===== src/rtl/sirv_plic_claim_master.sv =====
// Hardware claim/complete engine for PLIC hart context 0: claims over ICB,
// hands the ID to a local consumer, then writes the ID back to complete.
module sirv_plic_claim_master #(
  parameter logic [31:0] PLIC_BASE = 32'h0C00_0000,
  parameter logic [31:0] CLAIM_OFS = 32'h0020_0004,
  parameter int          ID_W      = 10,
  parameter int          HOLDOFF   = 4
) (
  input  logic            clk,
  input  logic            rst_n,
  input  logic            en,
  input  logic            plic_irq_i,
  output logic            o_icb_cmd_valid,
  input  logic            o_icb_cmd_ready,
  output logic [31:0]     o_icb_cmd_addr,
  output logic            o_icb_cmd_read,
  output logic [31:0]     o_icb_cmd_wdata,
  output logic [3:0]      o_icb_cmd_wmask,
  input  logic            o_icb_rsp_valid,
  output logic            o_icb_rsp_ready,
  input  logic [31:0]     o_icb_rsp_rdata,
  input  logic            o_icb_rsp_err,
  output logic            irq_vld,
  input  logic            irq_rdy,
  output logic [ID_W-1:0] irq_id,
  input  logic            done_i,
  input  logic            err_clr,
  output logic            busy,
  output logic            err,
  output logic [7:0]      spur_cnt
);

  localparam int HO_W = (HOLDOFF < 8) ? 3 : $clog2(HOLDOFF + 1);
  // The response cycle itself is the first ignored cycle, so the counter
  // covers the remaining HOLDOFF-1 idle cycles.
  localparam logic [HO_W-1:0] HO_LOAD = HO_W'(HOLDOFF - 1);

  typedef enum logic [2:0] {
    IDLE,
    CLM_CMD,
    CLM_RSP,
    DELIVER,
    WAIT_DONE,
    CMP_CMD,
    CMP_RSP
  } state_e;

  state_e            state_q, state_d;
  logic [HO_W-1:0]   hold_q, hold_d;
  logic [ID_W-1:0]   id_q, id_d;
  logic [7:0]        spur_q, spur_d;
  logic              err_q, err_d;
  logic              err_set;
  logic              unused_rdata_hi;

  function automatic logic [7:0] sat_inc(input logic [7:0] v);
    return (v == 8'hFF) ? v : v + 8'd1;
  endfunction

  assign unused_rdata_hi = ^o_icb_rsp_rdata[31:ID_W];

  always_ff @(posedge clk or negedge rst_n) begin
    if (!rst_n) begin
      state_q <= IDLE;
      hold_q  <= '0;
      id_q    <= '0;
      spur_q  <= '0;
      err_q   <= 1'b0;
    end else begin
      state_q <= state_d;
      hold_q  <= hold_d;
      id_q    <= id_d;
      spur_q  <= spur_d;
      err_q   <= err_d;
    end
  end

  always_comb begin
    state_d = state_q;
    hold_d  = hold_q;
    id_d    = id_q;
    spur_d  = spur_q;
    err_set = 1'b0;
    case (state_q)
      IDLE: begin
        if (hold_q != '0) begin
          hold_d = hold_q - HO_W'(1);
        end else if (en && plic_irq_i) begin
          state_d = CLM_CMD;
        end
      end
      CLM_CMD: if (o_icb_cmd_ready) state_d = CLM_RSP;
      CLM_RSP: begin
        if (o_icb_rsp_valid) begin
          if (o_icb_rsp_err) begin
            err_set = 1'b1;
            state_d = IDLE;
            hold_d  = HO_LOAD;
          end else if (o_icb_rsp_rdata[ID_W-1:0] == '0) begin
            spur_d  = sat_inc(spur_q);
            state_d = IDLE;
            hold_d  = HO_LOAD;
          end else begin
            id_d    = o_icb_rsp_rdata[ID_W-1:0];
            state_d = DELIVER;
          end
        end
      end
      DELIVER:   if (irq_rdy) state_d = WAIT_DONE;
      WAIT_DONE: if (done_i) state_d = CMP_CMD;
      CMP_CMD:   if (o_icb_cmd_ready) state_d = CMP_RSP;
      CMP_RSP: begin
        if (o_icb_rsp_valid) begin
          err_set = o_icb_rsp_err;
          state_d = IDLE;
          hold_d  = HO_LOAD;
        end
      end
      default: state_d = IDLE;
    endcase
    // A new error outranks a simultaneous clear.
    err_d = err_set | (err_q & ~err_clr);
  end

  assign o_icb_cmd_valid = (state_q == CLM_CMD) || (state_q == CMP_CMD);
  assign o_icb_cmd_read  = (state_q != CMP_CMD);
  assign o_icb_cmd_addr  = PLIC_BASE + CLAIM_OFS;
  assign o_icb_cmd_wdata = {{(32-ID_W){1'b0}}, id_q};
  assign o_icb_cmd_wmask = 4'hF;
  assign o_icb_rsp_ready = (state_q == CLM_RSP) || (state_q == CMP_RSP);
  assign irq_vld         = (state_q == DELIVER);
  assign irq_id          = id_q;
  assign busy            = (state_q != IDLE);
  assign err             = err_q;
  assign spur_cnt        = spur_q;

endmodule


===== config.mk =====
export PLATFORM = sky130hd
export DESIGN_NAME = sirv_plic_claim_master
export DESIGN_NICKNAME = d
export VERILOG_FILES = /design/src/rtl/sirv_plic_claim_master.sv
export SDC_FILE = /design/constraint.sdc
export NUM_CORES = 1
export LEC_CHECK = 0
export CORE_ASPECT_RATIO = 1.5
export CORE_MARGIN = 1
export CORE_UTILIZATION = 36
export CTS_BUF_LIST = sky130_fd_sc_hd__clkbuf_8
export CTS_CLUSTER_DIAMETER = 80
export DETAILED_ROUTE_END_ITERATION = 16
export PLACE_DENSITY = 0.83
export SLEW_MARGIN = 25
export SYNTH_ARGS = -nofsm -noshare
export SYNTH_HDL_FRONTEND = slang
export SYNTH_SLANG_ARGS = --single-unit

===== constraint.sdc =====
create_clock -name clk -period 1.8 [get_ports clk]
set_input_delay 0.36 -clock clk [delete_from_list [all_inputs] [get_ports clk]]
set_output_delay 0.36 -clock clk [all_outputs]
set_load 0.01 [all_outputs]

Word level (Yosys, flattened, before mapping)
Index checks and enable logic that the tools add are counted.
{"block": "totals", "register_bits": 25, "input_bits": 42, "out_inout_bits": 92}
{"block": "classes", "add_sub_neg": 2, "n_eq_ne": 18, "muxes": 21, "bitwise": 6, "reduce_logical": 12}
{"operator": "3-bit two-way mux", "count": 13}
{"operator": "3-bit case mux with 7 select lines", "count": 1}
{"operator": "2-bit inequality test, second input constant", "count": 8}
{"operator": "10-bit logical NOT", "count": 1}
{"operator": "5-bit AND reduction", "count": 2}
{"operator": "3-bit == test, second input constant", "count": 3}
{"operator": "3-bit case mux with 3 select lines", "count": 1}
{"operator": "3-bit nonzero test", "count": 3}
{"operator": "8-bit by 1-bit adder with 8-bit output, second input constant", "count": 1}
{"operator": "8-bit == test, second input constant", "count": 1}
{"operator": "8-bit AND reduction", "count": 1}
{"operator": "3-bit by 2-bit == test with 1-bit output, second input constant", "count": 2}
{"operator": "3-bit inequality test, second input constant", "count": 2}
{"operator": "2-bit two-way mux", "count": 2}
{"operator": "1-bit inverter", "count": 4}
{"operator": "4-bit AND reduction", "count": 1}
{"operator": "3-bit by 1-bit == test with 1-bit output, second input constant", "count": 1}
{"operator": "3-bit logical NOT", "count": 1}
{"operator": "1-bit two-way mux", "count": 3}
{"operator": "3-bit by 1-bit subtractor with 3-bit output, second input constant", "count": 1}
{"operator": "1-bit logical OR", "count": 2}
{"operator": "2-bit by 1-bit inequality test with 1-bit output, second input constant", "count": 1}
{"operator": "1-bit case mux with 2 select lines", "count": 1}
{"operator": "1-bit bitwise AND", "count": 1}
{"operator": "other kinds (2)", "count": 2}

Longest topological paths before layout
{"block": "depth", "depth_word": 5, "depth_mapped": 6}

Least setup slack after synthesis
OpenSTA, ideal clock, no wires.
{"block": "synth_path", "path_kind": "flip-flop to flip-flop", "start": "register state_q[2]", "end": "register spur_q[1], in the netlist spur_cnt[1]", "setup_ns": 0.128, "arrival_ns": 1.464, "required_ns": 1.672, "setup_slack_ns": 0.208, "path_stages_with_launch": 6, "path_buffers": 1, "period_less_slack_ns": 1.592, "cell_sequence": "dfrtp_1 -> buf_4 -> nor4_4 -> nand4_4 -> nor2_2 -> mux2_1"}
{"block": "synth_via", "elab_chain_cells": 2}
{"element": "start, declared", "line": "48", "source": "state_e state_q, state_d;"}
{"element": "start signal, assigned", "line": "70", "source": "state_q <= state_d;"}
{"element": "3-bit by 2-bit == test with 1-bit output", "line": "84", "source": "case (state_q)"}
{"element": "5-bit AND reduction (no source line)"}
{"element": "end signal, assigned", "line": "73", "source": "spur_q <= spur_d;"}
{"element": "end, declared", "line": "51", "source": "logic [7:0] spur_q, spur_d;"}
Every way passes these cells.
A chain may end at the register's enable or synchronous reset.

Final worst setup path
{"block": "layout_path", "start": "register state_q[1]", "end": "output port busy"}
{"block": "layout_via", "elab_chain_cells": 1}
{"element": "3-bit nonzero test", "line": "133", "source": "assign busy = (state_q != IDLE);"}
{"element": "end, declared", "line": "28", "source": "output logic busy,"}
Every way passes these cells.

==> summary.md <==
| Metric | Value |
|---|---|
| Status | completed |
| Vias/cell | 4.20 |
| Hold Buf Count CTS | 0 |
| GPL Wtd Cong | just over 0.7 |
| Layout Skew | 0.00533 ns |
| Slew Viols, Final | 0 |
| First-pass GRT wire length | 5.11 mm |
| Worst R2R End | spur_cnt[2]$_DFFE_PN0P_ |
| CP Data Required Time | between 1 and 1.5 ns |
| Total power | 0.00272 W |
| Rows | 31 |
| Reg2reg start | state_q[2]$_DFFE_PN0P_ |
| Post-DRT Antenna Nets | 0 |
| HP Class | in2reg |
| Buffers & Inverters on Critical Path | 1 |
| Post-route DRC violation count | 0 |
| Worst setup SP type | flop |
| Chip width | just over 60 um |
| Clk slew on worst S/H paths | roughly 0.090 ns |
| Tcrit/Tclk final | a little over nine tenths |
| Critical path origin | state_q[1]$_DFFE_PN0P_ |
| Clock Path Buffers | 2 |
| Vias in the first global route | between 1000 and 1500 |
| Setup ws final | 0.0973 ns |
| Post-Syn Area per Cell | roughly 10 um^2 |
| Ant. Diodes | 0 |
| Gr usage total | 12.2% |
| Post-synth top area share | 33.6% |
| Worst EP arrival | 1.34 ns |
| Reg-to-reg setup timing slack | 0.11 ns |
| Hold path startpoint | o_icb_rsp_rdata[7] |
| Post-route minimum period | 1.70 ns |
| Netlist Area Pre-Place | 1860 um^2 |
| CTS root buf | clkbuf_8 |
| # H-tree levels | 1 |
| Hold Path End | irq_id[7]$_DFFE_PN0P_ |
| P_leak | 1.13 nW |
| Largest area contributor in the netlist | dfrtp_1 |
| Reg2Reg Depth | 6 |
| WL per Instance | 11.0 um |
| Max-cap viol count | 0 |
| Largest net degree at the start of global routing | 26 |
| Post-synth cell types | 38 |
| Num ports | 134 |
| PortBufs | between 50 and 60 |
| Final core utilization | a little under half |
| P per Cell Area | 1170 nW/um^2 |
| RSZ-0062 raised after global routing | no |
| Setup crit end kind | output pin |
| Worst path max stage delay | 0.43 ns |
| DR pass1 iterations | 4 |
| Initial core utilization | 38.0% |
| Post-Syn Instances | 182 |
| Drt initial violations | 23 |
| Post-synthesis sequential area ratio | 33.6% |
| Yosys reg bits | 25 |
| Die H | between 90 and 100 um |
| Fin Setup TNS | 0 ns |
| Kind of critical path | reg2out |
| Area Growth Syn to Fin | 25.4% |
| Max Clk Rate | 587 MHz |
| Clock latency on the worst-skew pair | 0.27 ns |
| Die ar. | 5460 um^2 |
| Synth warn | 0 |
| Delay-heaviest family, CP | flip-flops |
| Total global routing overflow | 0 |
| Multi-input logic area | between 900 and 1000 um^2 |
| Peak supply drop | 584 uV |
| Hold path cells | 2 |
| Setup violators final | 0 |
| Post-DP HPWL | 2.62 mm |
| CTS tree | built |
| FILL cells | 481 |
| CP max FO | 4 |
| Critical path's slowest cell | dfrtp_1 |
| DR vias | 1273 |
| Nets | 283 |
| Share of layout cells above drive strength 1 | between 15 and 20% |
| Final WL | about 3.3 mm |
| Num CTS Buffers | 3 |
| Final count of hold timing violations | 0 |
| FF/Latch Area | 627 um^2 |
| Sink Count | 25 |
| Pre-CTS worst setup slack | -0.289 ns |
| CP Cell Sequence | or3_1 -> clkdlybuf4s15_1 |
| Largest cells by area after synthesis | dfrtp_1 (34%), buf_4 (28%), mux2_2 (6.1%), nor4_4 (3.4%), xor2_1 (3.3%) |
| Initial antenna violation count | 0 |
| Core footprint | 4890 um^2 |
## cell usage in the layout, fill, tap and decap left out, types with 2 or more instances in the layout
cell,count
buf_4,12
nor4_2,2
nand3_1,4
nor2_2,2
clkdlybuf4s50_1,43
nor4_4,4
o31a_1,2
nand2_1,7
dfrtp_1,24
clkbuf_8,3
inv_1,7
conb_1,58
nor2_1,5
o21ai_0,5
mux2_2,10
ha_1,3
xor2_1,7
nor3_1,3
nor3_2,2
dlygate4sd2_1,5
dlymetal6s2s_1,4
nor2b_1,3
## sequential cells by signal, summed over array words and instances, names as in the netlist
| signal | flops |
|---|---|
| err | 1 |
| hold_q | 3 |
| irq_id | 10 |
| state_q | 3 |
| spur_cnt | 8 |
## final cells by class
cell class | count | area share (%)
Sequential cell | 25 | 26.9
Clock buffer | 3 | 1.77
Inverter | 6 | 0.966
Timing Repair Buffer | 66 | 27.6
Multi-Input combinational cell | 136 | 39.0
Tap cell | 66 | 3.54
Clock inverter | 1 | 0.161
## per-stage QoR
step                      std cells  area, um^2  hold WS [ns]
final                           303        2330         0.434
after global routing            303        2330         0.447
after global placement          298        2260         0.479
after CTS                       303        2310         0.462
after floorplan                 238        2070        0.0644
after detailed placement        298        2260         0.488
## routing by layer
| layer | part of all wire [%] | track usage, % | vias up |
|---|---|---|---|
| met5 | 0 | 0 | - |
| met4 | 1.4 | 4.73 | 0 |
| met3 | 6.8 | 1.73 | 6 |
| met2 | 51 | 20.8 | 80 |
| met1 | 40 | 14.9 | 591 |
| li1 | - | - | 596 |
## cell families after synthesis
group                    after synthesis  synth area share [%]
AO/OA/AOI/OAI                         15                  6.26
XOR/XNOR                               7                  3.30
adder cells (fa/ha/maj)                3                  2.02
buffers and inverters                 77                  29.6
flip-flops                            25                  33.6
multiplexers                          12                  7.20
other                                  2                 0.404
AND/OR/NAND/NOR                       41                  17.6
## cell usage after synthesis
cell       count
nor4_2         3
nor2b_1        3
ha_1           3
xor2_1         7
nor3_2         1
mux2_1         1
nand3_2        1
nor3_1         4
a311oi_2       1
dfrtp_1       25
and3b_1        1
nor4_4         3
mux2i_1        1
nand3_4        1
o31a_1         2
nand4_1        1
buf_4         69
a22o_1         1
nor3b_1        1
a2bb2oi_2      1
nor2_1         6
o21a_1         1
o21ai_0        5
mux2_2        10
nand2_1        7
nor2_4         1
buf_2          2
nand4_4        1
a22oi_1        1
or3_1          1
inv_1          6
nand3_1        4
nor3b_2        1
conb_1         2
a31oi_1        1
a21oi_1        1
nor2_2         1
a311oi_1       1
## timing repair
| item | CTS | global route |
|---|---|---|
| setup buffers | 1 | 0 |
| pin swaps | 1 | 3 |
| endpoints found under the setup margin | 7 | 19 |
| gates resized for setup | 8 | 7 |
## how the worst max path moves through the flow
stage,end,cells after the start
finish,busy,2
global route,spur_cnt[2]$_DFFE_PN0P_,6
CTS,spur_cnt[2]$_DFFE_PN0P_,7
detailed placement,spur_cnt[1]$_DFFE_PN0P_,6
global placement,spur_cnt[1]$_DFFE_PN0P_,6
floorplan,spur_cnt[1]$_DFFE_PN0P_,5
## report_power, final
group | internal (W) | total (W) | switching [W] | leakage, nW
registers | 0.000748 | 0.000899 | 0.000152 | 0.317
clock network | 0.000153 | 0.000329 | 0.000176 | 0.0269
logic | 0.000835 | 0.00149 | 0.000655 | 0.784
total | 0.00174 | 0.00272 | 0.000982 | 1.13
(Power assumes the default switching activity.)
